`src/rtl/mp_feed_arbiter.sv`:
```
// mp_feed_arbiter: round-robin arbiter that feeds one word at a time from up to
// four clocked producers into an asynchronous micropipeline. It uses a four-phase
// return-to-zero req/ack handshake and raises a sticky flag when a handshake stalls.
// Build option: define MP_ACK_SYNC_EN to pass mp_ack through a two-flop synchronizer.
// Leave it undefined when the pipeline ack is already synchronous to clk.

module mp_feed_arbiter #(
    parameter int unsigned DATA_WIDTH  = 3,
    parameter int unsigned NUM_REQ     = 2,
    parameter int unsigned TIMEOUT_CYC = 255
) (
    input  logic                          clk,
    input  logic                          rst_n,
    input  logic [NUM_REQ-1:0]            src_valid,
    input  logic [NUM_REQ*DATA_WIDTH-1:0] src_data,
    output logic [NUM_REQ-1:0]            src_ready,
    output logic                          mp_req,
    output logic [DATA_WIDTH-1:0]         mp_data,
    input  logic                          mp_ack,
    output logic [1:0]                    grant_id,
    output logic                          busy,
    output logic                          timeout_err,
    input  logic                          clr_err
);

    localparam int unsigned CNT_W = 16;
    localparam int unsigned ID_W  = 2;
    localparam logic [CNT_W-1:0] CNT_MAX     = {CNT_W{1'b1}};
    localparam logic [CNT_W-1:0] TIMEOUT_VAL = CNT_W'(TIMEOUT_CYC);
    localparam logic [ID_W-1:0]  LAST_RST    = ID_W'(NUM_REQ - 1);

    typedef enum logic [1:0] {
        ST_IDLE = 2'd0,
        ST_REQ  = 2'd1,
        ST_RTZ  = 2'd2
    } state_e;

    state_e                state_q, state_d;
    logic                  mp_req_q, mp_req_d;
    logic [DATA_WIDTH-1:0] mp_data_q, mp_data_d;
    logic [ID_W-1:0]       grant_q, grant_d;
    logic [ID_W-1:0]       last_q, last_d;
    logic                  busy_q, busy_d;
    logic                  err_q, err_d;
    logic [CNT_W-1:0]      cnt_q, cnt_d;

    logic                  ack_s;
    logic                  hi_found, lo_found;
    logic [ID_W-1:0]       hi_idx, lo_idx;
    logic                  arb_any;
    logic [ID_W-1:0]       arb_sel;
    logic [DATA_WIDTH-1:0] arb_word;
    logic [NUM_REQ-1:0]    ready_vec;
    logic                  accept;
    logic                  set_err;

`ifdef MP_ACK_SYNC_EN
    logic [1:0] ack_sync_q, ack_sync_d;

    // Two-flop synchronizer for the self-timed ack
    always_comb begin
        ack_sync_d = {ack_sync_q[0], mp_ack};
    end

    // Synchronizer flops, cleared with the rest of the block
    always_ff @(posedge clk) begin
        if (!rst_n) begin
            ack_sync_q <= 2'b00;
        end else begin
            ack_sync_q <= ack_sync_d;
        end
    end

    assign ack_s = ack_sync_q[1];
`else
    assign ack_s = mp_ack;
`endif

    // Round-robin pick: first valid index above the last grant, else wrap to the lowest valid
    always_comb begin
        hi_found = 1'b0;
        lo_found = 1'b0;
        hi_idx   = '0;
        lo_idx   = '0;
        for (int i = 0; i < int'(NUM_REQ); i++) begin
            if (src_valid[i] && !hi_found && (i > int'(last_q))) begin
                hi_found = 1'b1;
                hi_idx   = ID_W'(i);
            end
            if (src_valid[i] && !lo_found) begin
                lo_found = 1'b1;
                lo_idx   = ID_W'(i);
            end
        end
        arb_any = lo_found;
        arb_sel = hi_found ? hi_idx : lo_idx;
    end

    // Select the granted word and build the one-hot ready, only offered in IDLE
    always_comb begin
        arb_word  = '0;
        ready_vec = '0;
        for (int i = 0; i < int'(NUM_REQ); i++) begin
            if (ID_W'(i) == arb_sel) begin
                arb_word     = src_data[i*DATA_WIDTH +: DATA_WIDTH];
                ready_vec[i] = arb_any && (state_q == ST_IDLE);
            end
        end
    end

    // Ready is forced low while reset is asserted so no word is taken during reset
    assign src_ready = rst_n ? ready_vec : '0;
    assign accept    = arb_any && (state_q == ST_IDLE);

    // Handshake sequencing, stall counter and sticky error flag
    always_comb begin
        state_d   = state_q;
        mp_req_d  = mp_req_q;
        mp_data_d = mp_data_q;
        grant_d   = grant_q;
        last_d    = last_q;
        cnt_d     = cnt_q;
        err_d     = err_q;
        set_err   = 1'b0;

        unique case (state_q)
            ST_IDLE: begin
                if (accept) begin
                    mp_data_d = arb_word;
                    mp_req_d  = 1'b1;
                    grant_d   = arb_sel;
                    last_d    = arb_sel;
                    state_d   = ST_REQ;
                end
            end
            ST_REQ: begin
                if (ack_s) begin
                    mp_req_d = 1'b0;
                    state_d  = ST_RTZ;
                end
            end
            ST_RTZ: begin
                if (!ack_s) begin
                    state_d = ST_IDLE;
                end
            end
            default: begin
                mp_req_d = 1'b0;
                state_d  = ST_IDLE;
            end
        endcase

        // Counter measures time spent in one waiting phase; it restarts on any state change
        if (state_d != state_q) begin
            cnt_d = '0;
        end else if ((state_q != ST_IDLE) && (cnt_q != CNT_MAX)) begin
            cnt_d = cnt_q + CNT_W'(1);
        end

        // Flag only on the cycle the count reaches the limit, so a saturated count cannot re-arm it
        set_err = (state_q != ST_IDLE) && (state_d == state_q) &&
                  (cnt_d == TIMEOUT_VAL) && (cnt_q != TIMEOUT_VAL);

        if (set_err) begin
            err_d = 1'b1;
        end else if (clr_err) begin
            err_d = 1'b0;
        end

        busy_d = (state_d != ST_IDLE);
    end

    // State and registered outputs
    always_ff @(posedge clk) begin
        if (!rst_n) begin
            state_q   <= ST_IDLE;
            mp_req_q  <= 1'b0;
            mp_data_q <= '0;
            grant_q   <= '0;
            last_q    <= LAST_RST;
            busy_q    <= 1'b0;
            err_q     <= 1'b0;
            cnt_q     <= '0;
        end else begin
            state_q   <= state_d;
            mp_req_q  <= mp_req_d;
            mp_data_q <= mp_data_d;
            grant_q   <= grant_d;
            last_q    <= last_d;
            busy_q    <= busy_d;
            err_q     <= err_d;
            cnt_q     <= cnt_d;
        end
    end

    assign mp_req      = mp_req_q;
    assign mp_data     = mp_data_q;
    assign grant_id    = grant_q;
    assign busy        = busy_q;
    assign timeout_err = err_q;

endmodule

```
`config.mk`:
```
export PLATFORM = sky130hd
export DESIGN_NAME = mp_feed_arbiter
export DESIGN_NICKNAME = d
export VERILOG_FILES = /design/src/rtl/mp_feed_arbiter.sv
export SDC_FILE = /design/constraint.sdc
export NUM_CORES = 1
export LEC_CHECK = 0
export CAP_MARGIN = 5
export CORE_ASPECT_RATIO = 2
export CORE_MARGIN = 1.5
export CORE_UTILIZATION = 48
export DETAILED_ROUTE_END_ITERATION = 12
export GPL_ROUTABILITY_DRIVEN = 0
export PLACE_DENSITY = 0.72
export RECOVER_POWER = 100
export SLEW_MARGIN = 30
export SYNTH_ARGS = -nofsm -noshare
export SYNTH_HDL_FRONTEND = slang
export SYNTH_SLANG_ARGS = --single-unit
```
`constraint.sdc`:
```
create_clock -name clk -period 2 [get_ports clk]
set_clock_uncertainty 0.05 [all_clocks]
set_input_delay 0.5 -clock clk [delete_from_list [all_inputs] [get_ports clk]]
set_output_delay 0.5 -clock clk [all_outputs]
set_load 0.01 [all_outputs]
```
==> impl_results.md <==
* Initial antenna violation count at 0
* Clock share of power at 0.280
* Finished Core Util at 0.728
* Most frequent cells in the layout: buf_4 (36), nor2_1 (23), dfxtp_1 (20)
* Maximum clock frequency at 0.500 GHz
* Synth Area in Adders at 0.00873
* Arrival @ worst endpoint at 1450 ps
* Avg WL per Cell at 14.9 um
* Final Critical Period at 2000 ps
* Logic gate share of total power at 0.199
* XOR/XNOR share of the synthesized area at 0.0977
* Largest family of logic cells by synthesized area: simple AND/OR/NAND/NOR gates
* Vias in the first global route at 1547
* CTS max path bufs at 2
* DIE AREA at 3340 um2
* CP endpoint: src_ready[1]
* Placed inst area at 1880 um2
* Worst r2r path cells at 8
* Critical R2R Launch: cnt_q[8]
* Post-route setup TNS at 0 ps
* Placed cell count at 257
* Reg clk slew, reported paths at 90 ps
* Worst Setup End Kind: primary output
* Worst VDD drop at 0.000374 V
* Fillers at 230
* Nets at 250
* Synthesis-to-layout area growth at 42.3%
* Iter 0 DRT Violations at 25
* Die width at 41.6 um
* Seq cells post-synth at 26
* Netlist Area Pre-Place at 1430 um2
* Sequential fraction of the synthesis area at 0.363
* Root buffer cell: clkbuf_8
* Switching Power at 0.275 mW
* Area of the multi-input gates at 916 um2
* Largest net degree at the start of global routing at 14
* Mean Syn Cell Area at 7.88 um2
* Switching share of power at 0.261
* Worst Setup SP: rst_n
* Compound-Gate Fraction of Synth Area at 0.138
* Core ar. at 2800 um2
* CTS tree: built
* Vias per Instance at 5.82
* Distinct cells, synth at 42
* Port bufs at 20
* Clock latency on the worst-skew pair at 270 ps
* # rows at 27
* Hold Slack at 402 ps
* Power Internal at 0.779 mW
* Final number of setup-violating endpoints at 0
* Status: completed
* Critical path class: input port to primary output
* DP HPWL at 2.95 mm
* Routed via count at 1537
* Cell Pwr Density at 517 nW/um2
* Num CTS Buffers at 3
* Syn. warnings at 0
* Post-synthesis mux area share at 0.0218
* Syn_nets at 195
* RSZ-0062 raised after global routing: true
* Overall power at 1.05 mW
* Cell area after layout at 2040 um2
* Drc violations at 0
* Leak pwr at 0.817 nW
* Final Hold Vio Count at 0
* Dpl ws at -517 ps
* Ratio of cells with drive above 1 in the final layout at 0.289
* Crit-path max FO at 4
* N_diodes at 0
* Startpoint types: input port
* DR pass1 iterations at 5
* DRT antenna net count at 0
* I/O pin total at 22
* Final period util at 1.00
* First-pass GRT wire length at 6.38 mm
* H-tree Lvls at 1
* CTS Hold Bufs at 0
* Sequential share of power at 0.521
* Most common cell after layout, fill and taps aside: buf_4
* Post-Syn Instances at 182
* Final worst slack at 0.956 ps
* Final Max Tran Viols at 0
* Global route total overflow at 0
* Drt total wl at 3.95 mm
* Simple logic cell fraction of the synthesized area at 0.307
* Hold Crit Class: register to register
* Worst R2R Setup Slack at 20 ps
* Die outline height at 80.3 um
* Critical Path RT at 1450 ps
* Max Cap Viol at 0
* Total GRT Usage at 0.249
* Worst r2r dst: timeout_err
* Clk sink count at 26
* Reg area at 528 um2
* Non-filler cells, final at 264
* Initial Util at 0.511
-- cell families after synthesis --
kind of cell | Yosys count
simple gates | 88
compound gates | 30
flops | 26
buf+inv | 17
xor+xnor | 16
mux | 3
fa+ha+maj | 1
other cells | 1
-- flip-flops by register name (all words and copies together) (netlist names) --
register     count
cnt_q           16
mp_data          3
state_q          2
busy             1
grant_id         1
last_q           1
mp_req           1
timeout_err      1
-- how the worst min path moves through the flow --
stage | startpoint | cells after the start | end | slack [ps]
2_1_floorplan | mp_data[0] | 2 | mp_data[0] | 420
3_3_place_gp | mp_data[2] | 2 | mp_data[2] | 390
3_5_place_dp | mp_data[2] | 2 | mp_data[2] | 390
4_1_cts | mp_data[2] | 2 | mp_data[2] | 410
5_1_grt | mp_data[2] | 2 | mp_data[2] | 440
6_report | mp_data[2] | 2 | mp_data[2] | 400
-- final cells by class --
class,count,share of cell area
Timing Repair Buffer,60,0.242
Multi-Input combinational cell,139,0.449
Tap cell,29,0.0178
Inverter,7,0.0129
Sequential cell,26,0.259
Clock buffer,3,0.0202
-- power by group through the flow --
stage                     sequential (mW)  clock, mW  combinational [mW]
final                               0.549      0.295               0.210
after global routing                0.552      0.320               0.230
after CTS                           0.549      0.297               0.210
after detailed placement            0.559          0               0.208
after global placement              0.558          0               0.204
after floorplan                     0.564          0              0.0936
-- critical path, cell delays in order --
cell	delay (ps)
dlygate4sd3_1	580
and2_4	160
clkdlybuf4s15_2	210
-- Yosys cell counts --
| master | n | area, um2 |
|---|---|---|
| a2111oi_0 | 1 | 8.76 |
| a21oi_1 | 6 | 30.0 |
| a21oi_2 | 1 | 8.76 |
| a22o_1 | 1 | 8.76 |
| a22oi_1 | 3 | 22.5 |
| a31o_2 | 1 | 8.76 |
| a31oi_1 | 4 | 25.0 |
| and2_1 | 3 | 18.8 |
| and3_1 | 2 | 12.5 |
| buf_2 | 4 | 20.0 |
| buf_4 | 3 | 22.5 |
| buf_6 | 1 | 11.3 |
| clkbuf_1 | 2 | 7.51 |
| conb_1 | 1 | 3.75 |
| dfxtp_1 | 26 | 521 |
| ha_1 | 1 | 12.5 |
| inv_1 | 7 | 26.3 |
| mux2_1 | 1 | 11.3 |
| mux2i_1 | 2 | 20.0 |
| nand2_1 | 18 | 67.6 |
| nand2b_1 | 2 | 12.5 |
| nand3_1 | 8 | 40.0 |
| nand3b_1 | 1 | 7.51 |
| nand4_1 | 9 | 56.3 |
| nand4_2 | 1 | 12.5 |
| nand4b_1 | 1 | 8.76 |
| nor2_1 | 24 | 90.1 |
| nor3_1 | 12 | 60.1 |
| nor3_2 | 1 | 10.0 |
| nor4_1 | 1 | 6.26 |
| nor4_2 | 1 | 12.5 |
| o211ai_1 | 2 | 15.0 |
| o21a_1 | 1 | 7.51 |
| o21ai_0 | 5 | 25.0 |
| o21ai_1 | 2 | 10.0 |
| o31a_1 | 1 | 8.76 |
| o31ai_1 | 1 | 7.51 |
| o41a_1 | 1 | 11.3 |
| or2_2 | 2 | 12.5 |
| or3_1 | 2 | 12.5 |
| xnor2_1 | 6 | 52.6 |
| xor2_1 | 10 | 87.6 |
-- what timing repair did --
| action | CTS | global route |
|---|---|---|
| cloned | 0 | 0 |
| pin swaps | 4 | 6 |
| gates resized for setup | 16 | 19 |
| setup endpoints to repair | 3 | 3 |
| setup buffers | 1 | 3 |
-- per-layer routing --
metal	vias up	track usage	routed length, um
met3	27	0.0337	129
met4	0	0.187	258
li1	749	-	-
met5	-	0	0
met2	62	0.478	2240
met1	699	0.225	1320
Note: power is estimated with default switching activity, not from simulation.
